--- config.mk ---
export PLATFORM = sky130hd
export DESIGN_NAME = usb_io_port_flat
export DESIGN_NICKNAME = d
export VERILOG_FILES = /design/src/rtl/usb_io_pkg.sv /design/src/rtl/usb_io_port_if.sv /design/src/rtl/sync_fifo.sv /design/src/rtl/usb_io_port.sv /design/src/flat_wrapper.sv
export SDC_FILE = /design/constraint.sdc
export NUM_CORES = 1
export LEC_CHECK = 0
export CORE_ASPECT_RATIO = 0.8
export CORE_MARGIN = 3
export CORE_UTILIZATION = 30
export CTS_CLUSTER_SIZE = 20
export DETAILED_ROUTE_END_ITERATION = 8
export DONT_BUFFER_PORTS = 1
export PLACE_DENSITY = 0.41
export SYNTH_ARGS = -nofsm -noshare
export SYNTH_HDL_FRONTEND = slang
export SYNTH_SLANG_ARGS = --single-unit
--- constraint.sdc ---
create_clock -name clk_i -period 2.63 [get_ports clk_i]
set_input_delay 0 -clock clk_i [delete_from_list [all_inputs] [get_ports clk_i]]
set_output_delay 0 -clock clk_i [all_outputs]
set_load 0.005 [all_outputs]
--- src/rtl/usb_io_pkg.sv ---
// Shared definitions for the USB byte I/O peripheral: register offsets,
// STATUS/CTRL bit positions and the byte type carried on both sides.
package usb_io_pkg;

    typedef logic [7:0] byte_t;

    // Register offsets within the 4-byte window
    localparam logic [1:0] USB_IO_DATA   = 2'd0;
    localparam logic [1:0] USB_IO_STATUS = 2'd1;
    localparam logic [1:0] USB_IO_CTRL   = 2'd2;

    // STATUS bit positions (bits 7:4 read as zero)
    localparam int unsigned STATUS_RX_NEMPTY = 0;
    localparam int unsigned STATUS_TX_NFULL  = 1;
    localparam int unsigned STATUS_TX_DROP   = 2;
    localparam int unsigned STATUS_TX_EMPTY  = 3;

    // CTRL bit positions; bit 7 is a write-only clear strobe for tx_drop
    localparam int unsigned CTRL_RX_IE       = 0;
    localparam int unsigned CTRL_TX_IE       = 1;
    localparam int unsigned CTRL_TX_DROP_CLR = 7;

endpackage

--- src/rtl/usb_io_port_if.sv ---
// CPU-side register bus of the USB byte I/O peripheral.
//   sel_i   : access targets this block this cycle
//   read_i  : read strobe, qualified by sel_i
//   write_i : write strobe, qualified by sel_i
//   addr_i  : register offset
//   data_i  : write data
//   data_o  : read data, zero unless sel_i & read_i (OR'd onto the CPU bus)
// Signal directions in the names are as seen from the peripheral.
interface usb_io_port_if;
    import usb_io_pkg::*;

    logic       sel_i;
    logic       read_i;
    logic       write_i;
    logic [1:0] addr_i;
    byte_t      data_i;
    byte_t      data_o;

    modport master (
        output sel_i,
        output read_i,
        output write_i,
        output addr_i,
        output data_i,
        input  data_o
    );

    modport slave (
        input  sel_i,
        input  read_i,
        input  write_i,
        input  addr_i,
        input  data_i,
        output data_o
    );

endinterface

--- src/rtl/sync_fifo.sv ---
// Synchronous FIFO with 2^DEPTH_LOG2 entries.
//   clk_i, rstn_i : clock, asynchronous active-low reset (flushes pointers)
//   push_i        : write wdata_i; ignored when full (full sampled before the edge)
//   pop_i         : drop the head entry; ignored when empty
//   wdata_i       : data to push
//   rdata_o       : current head, zero when empty (no fall-through of a same-cycle push)
//   empty_o       : no entries
//   full_o        : all entries used
module sync_fifo #(
    parameter int unsigned WIDTH      = 8,
    parameter int unsigned DEPTH_LOG2 = 4
) (
    input  logic             clk_i,
    input  logic             rstn_i,
    input  logic             push_i,
    input  logic             pop_i,
    input  logic [WIDTH-1:0] wdata_i,
    output logic [WIDTH-1:0] rdata_o,
    output logic             empty_o,
    output logic             full_o
);

    localparam int unsigned          Depth  = 1 << DEPTH_LOG2;
    localparam logic [DEPTH_LOG2:0]  PtrOne = 1;

    // Pointers carry one extra wrap bit to tell full from empty
    logic [DEPTH_LOG2:0] wptr_q, rptr_q;
    logic [WIDTH-1:0]    mem_q [Depth];
    logic                do_push, do_pop;

    assign empty_o = (wptr_q == rptr_q);
    assign full_o  = (wptr_q[DEPTH_LOG2] != rptr_q[DEPTH_LOG2]) &&
                     (wptr_q[DEPTH_LOG2-1:0] == rptr_q[DEPTH_LOG2-1:0]);

    assign do_push = push_i & ~full_o;
    assign do_pop  = pop_i & ~empty_o;

    assign rdata_o = empty_o ? '0 : mem_q[rptr_q[DEPTH_LOG2-1:0]];

    always_ff @(posedge clk_i or negedge rstn_i) begin
        if (!rstn_i) begin
            wptr_q <= '0;
            rptr_q <= '0;
        end else begin
            if (do_push) wptr_q <= wptr_q + PtrOne;
            if (do_pop)  rptr_q <= rptr_q + PtrOne;
        end
    end

    // Storage needs no reset: the head is masked to zero while empty
    always_ff @(posedge clk_i) begin
        if (do_push) mem_q[wptr_q[DEPTH_LOG2-1:0]] <= wdata_i;
    end

endmodule

--- src/rtl/usb_io_port.sv ---
// Memory-mapped byte I/O between the CPU bus and the USB_CDC byte stream.
//   clk_i, rstn_i : clock, asynchronous active-low reset
//   bus           : CPU register bus (DATA/STATUS/CTRL window)
//   rx_irq_o      : registered rx_ie & RX not empty
//   tx_irq_o      : registered tx_ie & TX empty
//   in_data_o     : TX head to USB_CDC (device->host), zero when empty
//   in_valid_o    : TX FIFO not empty
//   in_ready_i    : USB_CDC takes in_data_o this cycle
//   out_data_i    : byte from USB_CDC (host->device)
//   out_valid_i   : out_data_i valid
//   out_ready_o   : RX FIFO not full
module usb_io_port
    import usb_io_pkg::*;
#(
    parameter int unsigned DEPTH_LOG2 = 4
) (
    input  logic                clk_i,
    input  logic                rstn_i,
    usb_io_port_if.slave        bus,
    output logic                rx_irq_o,
    output logic                tx_irq_o,
    output byte_t               in_data_o,
    output logic                in_valid_o,
    input  logic                in_ready_i,
    input  byte_t               out_data_i,
    input  logic                out_valid_i,
    output logic                out_ready_o
);

    logic  cpu_rd, cpu_wr;
    logic  rx_push, rx_pop, rx_empty, rx_full;
    logic  tx_push, tx_pop, tx_empty, tx_full;
    byte_t rx_head, tx_head;
    byte_t rdata;

    logic  rx_ie_q, tx_ie_q, tx_drop_q;
    logic  rx_irq_q, tx_irq_q;

    assign cpu_rd = bus.sel_i & bus.read_i;
    assign cpu_wr = bus.sel_i & bus.write_i;

    // RX: host->device, filled by USB, drained by CPU DATA reads
    assign out_ready_o = ~rx_full;
    assign rx_push     = out_valid_i & out_ready_o;
    assign rx_pop      = cpu_rd & (bus.addr_i == USB_IO_DATA);

    sync_fifo #(
        .WIDTH      ($bits(byte_t)),
        .DEPTH_LOG2 (DEPTH_LOG2)
    ) u_rx_fifo (
        .clk_i   (clk_i),
        .rstn_i  (rstn_i),
        .push_i  (rx_push),
        .pop_i   (rx_pop),
        .wdata_i (out_data_i),
        .rdata_o (rx_head),
        .empty_o (rx_empty),
        .full_o  (rx_full)
    );

    // TX: device->host, filled by CPU DATA writes, drained by USB
    assign in_valid_o = ~tx_empty;
    assign in_data_o  = tx_head;
    assign tx_pop     = in_valid_o & in_ready_i;
    assign tx_push    = cpu_wr & (bus.addr_i == USB_IO_DATA);

    sync_fifo #(
        .WIDTH      ($bits(byte_t)),
        .DEPTH_LOG2 (DEPTH_LOG2)
    ) u_tx_fifo (
        .clk_i   (clk_i),
        .rstn_i  (rstn_i),
        .push_i  (tx_push),
        .pop_i   (tx_pop),
        .wdata_i (bus.data_i),
        .rdata_o (tx_head),
        .empty_o (tx_empty),
        .full_o  (tx_full)
    );

    // Control bits, sticky drop flag and interrupt flops
    always_ff @(posedge clk_i or negedge rstn_i) begin
        if (!rstn_i) begin
            rx_ie_q   <= 1'b0;
            tx_ie_q   <= 1'b0;
            tx_drop_q <= 1'b0;
            rx_irq_q  <= 1'b0;
            tx_irq_q  <= 1'b0;
        end else begin
            if (cpu_wr && bus.addr_i == USB_IO_CTRL) begin
                rx_ie_q <= bus.data_i[CTRL_RX_IE];
                tx_ie_q <= bus.data_i[CTRL_TX_IE];
                if (bus.data_i[CTRL_TX_DROP_CLR]) tx_drop_q <= 1'b0;
            end
            // Full is judged before the edge; a same-cycle USB pop does not help
            if (tx_push && tx_full) tx_drop_q <= 1'b1;
            rx_irq_q <= rx_ie_q & ~rx_empty;
            tx_irq_q <= tx_ie_q & tx_empty;
        end
    end

    assign rx_irq_o = rx_irq_q;
    assign tx_irq_o = tx_irq_q;

    // Read mux; zero when not read so it can be OR'd onto the CPU bus
    always_comb begin
        rdata = '0;
        if (cpu_rd) begin
            case (bus.addr_i)
                USB_IO_DATA: rdata = rx_head;
                USB_IO_STATUS: begin
                    rdata[STATUS_RX_NEMPTY] = ~rx_empty;
                    rdata[STATUS_TX_NFULL]  = ~tx_full;
                    rdata[STATUS_TX_DROP]   = tx_drop_q;
                    rdata[STATUS_TX_EMPTY]  = tx_empty;
                end
                USB_IO_CTRL: begin
                    rdata[CTRL_RX_IE] = rx_ie_q;
                    rdata[CTRL_TX_IE] = tx_ie_q;
                end
                default: rdata = '0;
            endcase
        end
    end

    assign bus.data_o = rdata;

endmodule

--- src/flat_wrapper.sv ---
// flat-port wrapper written by rule: the top's interface ports become plain ports
module usb_io_port_flat import usb_io_pkg::*;
#(
    parameter int unsigned DEPTH_LOG2 = 4
)
  (clk_i, rstn_i, rx_irq_o, tx_irq_o, in_data_o, in_valid_o, in_ready_i, out_data_i, out_valid_i, out_ready_o, bus_sel_i, bus_read_i, bus_write_i, bus_addr_i, bus_data_i, bus_data_o);
  usb_io_port_if bus_i ();
  input  logic clk_i;
  input  logic rstn_i;
  output logic rx_irq_o;
  output logic tx_irq_o;
  output byte_t in_data_o;
  output logic in_valid_o;
  input  logic in_ready_i;
  input  byte_t out_data_i;
  input  logic out_valid_i;
  output logic out_ready_o;
  input wire logic [$bits(bus_i.sel_i)-1:0] bus_sel_i;
  input wire logic [$bits(bus_i.read_i)-1:0] bus_read_i;
  input wire logic [$bits(bus_i.write_i)-1:0] bus_write_i;
  input wire logic [$bits(bus_i.addr_i)-1:0] bus_addr_i;
  input wire logic [$bits(bus_i.data_i)-1:0] bus_data_i;
  output wire logic [$bits(bus_i.data_o)-1:0] bus_data_o;
  assign bus_i.sel_i = bus_sel_i;
  assign bus_i.read_i = bus_read_i;
  assign bus_i.write_i = bus_write_i;
  assign bus_i.addr_i = bus_addr_i;
  assign bus_i.data_i = bus_data_i;
  assign bus_data_o = bus_i.data_o;
  usb_io_port #(.DEPTH_LOG2(DEPTH_LOG2)) u_core (.clk_i(clk_i), .rstn_i(rstn_i), .bus(bus_i), .rx_irq_o(rx_irq_o), .tx_irq_o(tx_irq_o), .in_data_o(in_data_o), .in_valid_o(in_valid_o), .in_ready_i(in_ready_i), .out_data_i(out_data_i), .out_valid_i(out_valid_i), .out_ready_o(out_ready_o));
endmodule
==> metrics.txt, run 1 <==
first-pass GRT wire length slightly below 40000 um; Tmin final 2.56 ns; Synth Warn # 0; PwrDens around 1000 nW/um^2; Setup TNS 0 ns; R2R setup slack around 0.46 ns; Die Y-Extent 181 um; largest area contributor in the netlist edfxtp_1; flops & latches, synth 281; Max transition margin 0.513; pin count of the biggest net entering global routing 36; Worst Max-Slew Pin Slew around 0.73 ns; VDD IR-drop max 0.582 mV; Commonest cells post-synth edfxtp_1, mux4_2, mux4_1; Critical Path Source Type flip-flop; Synth cell types 41; Die Span X 225 um; Detail Route Antenna Nets 0; gr usage total 0.134; Worst-path clk slew ~0.060 ns; CTS Root Cell clkbuf_16; clock skew between 0.02 and 0.025 ns; FILL cells 3460; Main synth FF type edfxtp_1; Post-Route WL 27100 um; core area about 38000 um^2; RSZ-0062 raised after global routing no; CTS tree built; Worst Setup End Kind output pin; clock sinks 281; CP Class flip-flop to output pin; grt ovf 0; Final Hold Fails 0; total CTS buffers 30; vias in the first global route between 5000 and 6000; Skew-Pair Late Insertion Delay 0.57 ns; Total Power 13800 uW; Port Buffers 0; Max Root-Sink Buffers 3; worst hold path class input port to flip-flop; synthesized area 11500 um^2; Layout Area Growth over Synthesis 18.4%; Nets 661; leakage 0.00463 uW; Pre-antenna DRT Iters 7; via count 5608; max-cap check violation count 0; fin crit share 0.973; crit path DAT 2.56 ns; fraction of registers with async set/reset 0.0890; synthesized area per cell 20.7 um^2; routability congestion estimate 0.732; Site Rows 63; # setup viols final 0; status complete, no violations; 1st-iter DRT viols 363; Top-Level Pins 45; post-synthesis sequential area ratio 0.721; Die ar. 40800 um^2; DP HPWL 16700 um; CP max FO 16; share of the synthesized area in the top cell type 0.667; share of post-route cells with drive strength above 1 0.222; Syn Nets 593; vias per inst 4.93; EDFF count, synth 256; starting density of the core 0.307; most frequent cell after synthesis edfxtp_1; max-slew violations 0; initial antenna violation count 2; fmax 391 MHz; wire length per cell 23.8 um; cell count after synthesis 558; DRC Markers 0; Req. time, crit path roughly 2.6 ns; top cells by area, synth edfxtp_1, mux4_2, mux4_1, dfrtp_1, xnor2_1; CTS H-tree depth 1
[power by group]
part | switching [uW] | total (uW) | internal (uW)
clock | 1730 | 4520 | 2790
sequential | 268 | 5530 | 5260
combinational | 1880 | 3700 | 1820
[cells in the final DEF (no fill, tap or decap), drive strengths merged, types with 2 or more instances in the layout]
cell type and instances:
a211oi 9, and2 11, and3 30, buf 39
bufinv 7, clkbuf 35, clkinv 10, clkinvlp 2
dfrtp 25, dlygate4sd3 26, edfxtp 256, ha 10
inv 8, mux2 10, mux2i 12, mux4 72
nand2 10, nand4 2, nor2 5, nor2b 13
nor3 3, o2111ai 3, o211ai 7, o21ai 5
o221ai 2, xnor2 24, xor2 4
[through the flow]
stage / area (um^2) / worst slack, ns / hold slack [ns] / utilization / std cells
finish: 13700 / 0.0706 / 0.0488 / 0.364 / 1138
global route: 13700 / 0.0148 / 0.0847 / 0.364 / 1137
CTS: 13600 / 0.0285 / 0.0167 / 0.364 / 1137
detailed placement: 12300 / 0.466 / -0.294 / 0.326 / 1050
global placement: 12300 / 0.465 / -0.294 / 0.326 / 1050
floorplan: 11500 / 0.479 / -0.296 / - / 558
[state kept, by name, summed over array words and instances (netlist names), 5 cells and up]
signal and cells:
u_core.u_tx_fifo.rptr_q 5, u_core.u_rx_fifo.mem_q 128, u_core.u_tx_fifo.wptr_q 5, u_core.u_rx_fifo.rptr_q 5, u_core.u_tx_fifo.mem_q 128, u_core.u_rx_fifo.wptr_q 5
[cell families (layout without fill, tap and decap cells)]
family | count (synthesis) | in the layout | synth area share
DFF | 281 | 281 | 0.721
muxes | 94 | 94 | 0.171
and+or+nand+nor | 79 | 79 | 0.0398
buffers and inverters | 35 | 127 | 0.0170
AOI/OAI and AO/OA | 31 | 31 | 0.0195
xor gates and xnor gates | 28 | 28 | 0.0213
adders and majority gates | 10 | 10 | 0.0109
other | 0 | 1 | 0
[path summary, 6_finish.rpt]
path / startpoint / endpoint / cells after the start
worst max-delay path: u_core.u_tx_fifo.rptr_q[0] / in_data_o[1] / 4
worst min-delay path: bus_addr_i[0] / u_core.u_tx_fifo.wptr_q[3] / 4
worst max register to register: u_core.u_rx_fifo.rptr_q[4] / u_core.u_rx_fifo.mem_q[13][0] / 3
worst min register to register: u_core.u_tx_fifo.rptr_q[4] / u_core.u_tx_fifo.rptr_q[4] / 1
max in group asynchronous: rstn_i / u_core.u_tx_fifo.rptr_q[0] / 4
min in group asynchronous: rstn_i / u_core.u_rx_fifo.wptr_q[1] / 4
[routing by layer]
| metal | vias up | share of wire | global-route usage | wire length, um |
|---|---|---|---|---|
| li1 | 2463 | - | - | - |
| met4 | 2 | 0.019 | 0.0297 | 514 |
| met5 | - | 0.00026 | 0 | 7 |
| met1 | 2973 | 0.49 | 0.206 | 13200 |
| met3 | 37 | 0.064 | 0.0291 | 1730 |
| met2 | 133 | 0.43 | 0.195 | 11700 |
[what timing repair did]
item / in CTS / in global routing
setup endpoints to repair: 6 / 2
hold buffers: 28 / 0
gates cloned: 0 / 0
endpoints found under the hold margin: 303 / 0
buffers inserted: 3 / 0
gates resized for setup: 1 / 1
[worst max-delay path, stage by stage (launching register included)]
cell and delay (ns):
dfrtp_4 0.50, buf_12 0.19, mux4_1 0.58, mux4_2 0.52, and2_1 0.20
[layout make-up]
type | instances | area (um^2) | share of cell area
inverters | 6 | 22.5 | 0.00165
multi-input cells | 242 | 3020 | 0.221
clock buffers | 35 | 769 | 0.0563
diodes | 1 | 2.50 | 0.000183
repair buffers | 65 | 607 | 0.0444
well taps | 487 | 609 | 0.0446
clock inverters | 21 | 304 | 0.0223
flip-flops and latches | 281 | 8320 | 0.609
Power figures use the tool's default switching activity.
==> run 2, diff against run 1 <==
--- a/config.mk
+++ b/config.mk
@@ -7,11 +7,11 @@
 export LEC_CHECK = 0
 export CORE_ASPECT_RATIO = 0.8
 export CORE_MARGIN = 3
-export CORE_UTILIZATION = 30
+export CORE_UTILIZATION = 50
 export CTS_CLUSTER_SIZE = 20
 export DETAILED_ROUTE_END_ITERATION = 8
 export DONT_BUFFER_PORTS = 1
-export PLACE_DENSITY = 0.41
+export PLACE_DENSITY = 0.62
 export SYNTH_ARGS = -nofsm -noshare
 export SYNTH_HDL_FRONTEND = slang
 export SYNTH_SLANG_ARGS = --single-unit
==> metrics.txt, run 2 (synthesis results as in run 1) <==
detailed route wirelength on metal3 1760 um; Max transition margin 0.432; Layout Area Growth over Synthesis 13.7%; core area about 23000 um^2; dpl ws 0.465 ns; WHS Endpoint u_core.u_tx_fifo.wptr_q[3]; vias in the first global route 5669; 1st-iter DRT viols 700; Critical R2R Launch u_core.u_tx_fifo.wptr_q[2]; Detail Route Antenna Nets 0; Worst Setup End Kind output pin; VDD IR-drop max 0.708 mV; Worst Path Buf+Inv 1; crit path DAT 2.53 ns; leakage 0.00447 uW; fin crit share 0.963; CP top delay family multiplexers; largest stage delay on the critical path approximately 0.65 ns; CTS tree built; Nets 647; Critical Path Source Type flip-flop; total CTS buffers 28; Port Buffers 0; first-pass GRT wire length 36700 um; final worst slack 0.0971 ns; diodes inserted 0; Post-Route WL between 20000 and 25000 um; Die Span X roughly 180 um; wire length per cell 25.6 um; Worst-path clk slew 0.06 ns; Cell Chain, Critical Path buf_6 -> mux4_1 -> mux4_2 -> and2_1; hold_sp bus_addr_i[0]; fmax 395 MHz; share of post-route cells with drive strength above 1 0.192; Tmin final 2.53 ns; RSZ-0062 raised after global routing no; initial antenna violation count 0; Top-Level Pins 45; Site Rows 49; routability congestion estimate 0.823; hold path depth 4; reg2reg end u_core.u_tx_fifo.mem_q[9][0]; pin count of the biggest net entering global routing 36; PwrDens 988 nW/um^2; CTS H-tree depth 1; DRC Markers 0; CP Class flip-flop to output pin; Max Root-Sink Buffers 3; clock sinks 281; vias per inst about 6; CP max stage cell mux4_1; clock skew between 0.01 and 0.015 ns; top sig layer met4; commonest cells after routing, fill and taps aside edfxtp_1, mux4_2, mux4_1, and3_1, clkbuf_16; max-cap check violation count 0; CTS Root Cell clkbuf_16; CP Depth 4; Req. time, crit path approximately 2.6 ns; met1 WL 11400 um; Setup Buffers After CTS 0; Final Hold Fails 0; worst hold path class input port to flip-flop; Skew-Pair Late Insertion Delay between 0.5 and 0.6 ns; gr usage total 0.198; Pre-antenna DRT Iters 5; R2R setup slack 0.44 ns; R2R cell count 5; CP max FO 20; Die Y-Extent 142 um; # setup viols final 0; commonest non-fill, non-tap cell in the layout edfxtp_1; max-slew violations 0; grt ovf 0; Worst Max-Slew Pin Slew roughly 0.85 ns; Setup TNS 0 ns; via count 5614; met2 WL post-DR roughly 11000 um; status complete, no violations; starting density of the core 0.511; Die ar. ~25000 um^2; DP HPWL 15200 um
==> run 2: timing repair <==
| item | in CTS | in global routing |
|---|---|---|
| gates resized for setup | 1 | 1 |
| endpoints found under the setup margin | 2 | 1 |
| hold buffers | 28 | 0 |
| hold endpoints to repair | 313 | 0 |
==> run 2: report_power, final <==
| part | switching (uW) | internal (uW) |
|---|---|---|
| logic | 1930 | 1770 |
| clock network | 1590 | 2190 |
| registers | 223 | 5260 |
| total | 3740 | 9220 |
==> run 2: stage by stage <==
stage	power (uW)	util	instances	hold WS, ns	area, um^2
after CTS	13100	0.581	940	0.0545	13100
after floorplan	8250	-	558	-0.296	11500
after detailed placement	9170	0.529	860	-0.295	11900
final	13000	0.581	940	0.0894	13100
after global placement	9120	0.529	860	-0.295	11900
after global routing	13600	0.581	940	0.101	13100
==> run 2: layer usage <==
metal,up-vias,global-route usage
met1,2939,0.328
met5,-,0
met3,25,0.0404
met2,219,0.278
met4,0,0.0346
li1,2431,-
==> run 2: worst register-to-register path: stages (launching register included) <==
cell	delay, ns
dfrtp_1	0.47
xnor2_1	0.18
and4_1	0.28
a21boi_1	0.18
buf_4	0.20
and3_1	0.51
==> run 2: how the worst max path moves through the flow <==
stage | startpoint | to | slack (ns)
5_1_grt | u_core.u_rx_fifo.rptr_q[2] | bus_data_o[6] | 0.02
2_1_floorplan | u_core.u_rx_fifo.rptr_q[0] | u_core.u_rx_fifo.mem_q[3][0] | 0.48
4_1_cts | u_core.u_tx_fifo.rptr_q[0] | in_data_o[3] | 0.07
3_3_place_gp | u_core.u_tx_fifo.wptr_q[3] | u_core.u_tx_fifo.mem_q[4][2] | 0.52
6_report | u_core.u_tx_fifo.rptr_q[0] | in_data_o[0] | 0.1
3_5_place_dp | u_core.u_tx_fifo.wptr_q[2] | u_core.u_tx_fifo.mem_q[4][6] | 0.47
==> run 2: final cells by class <==
cell class	instances	area (um^2)
fill	1702	9450
sequential	281	8320
multi-input combinational	242	3030
clock buffer	32	737
timing repair buffer	53	492
tap	306	383
clock inverter	20	139
inverter	6	22.5
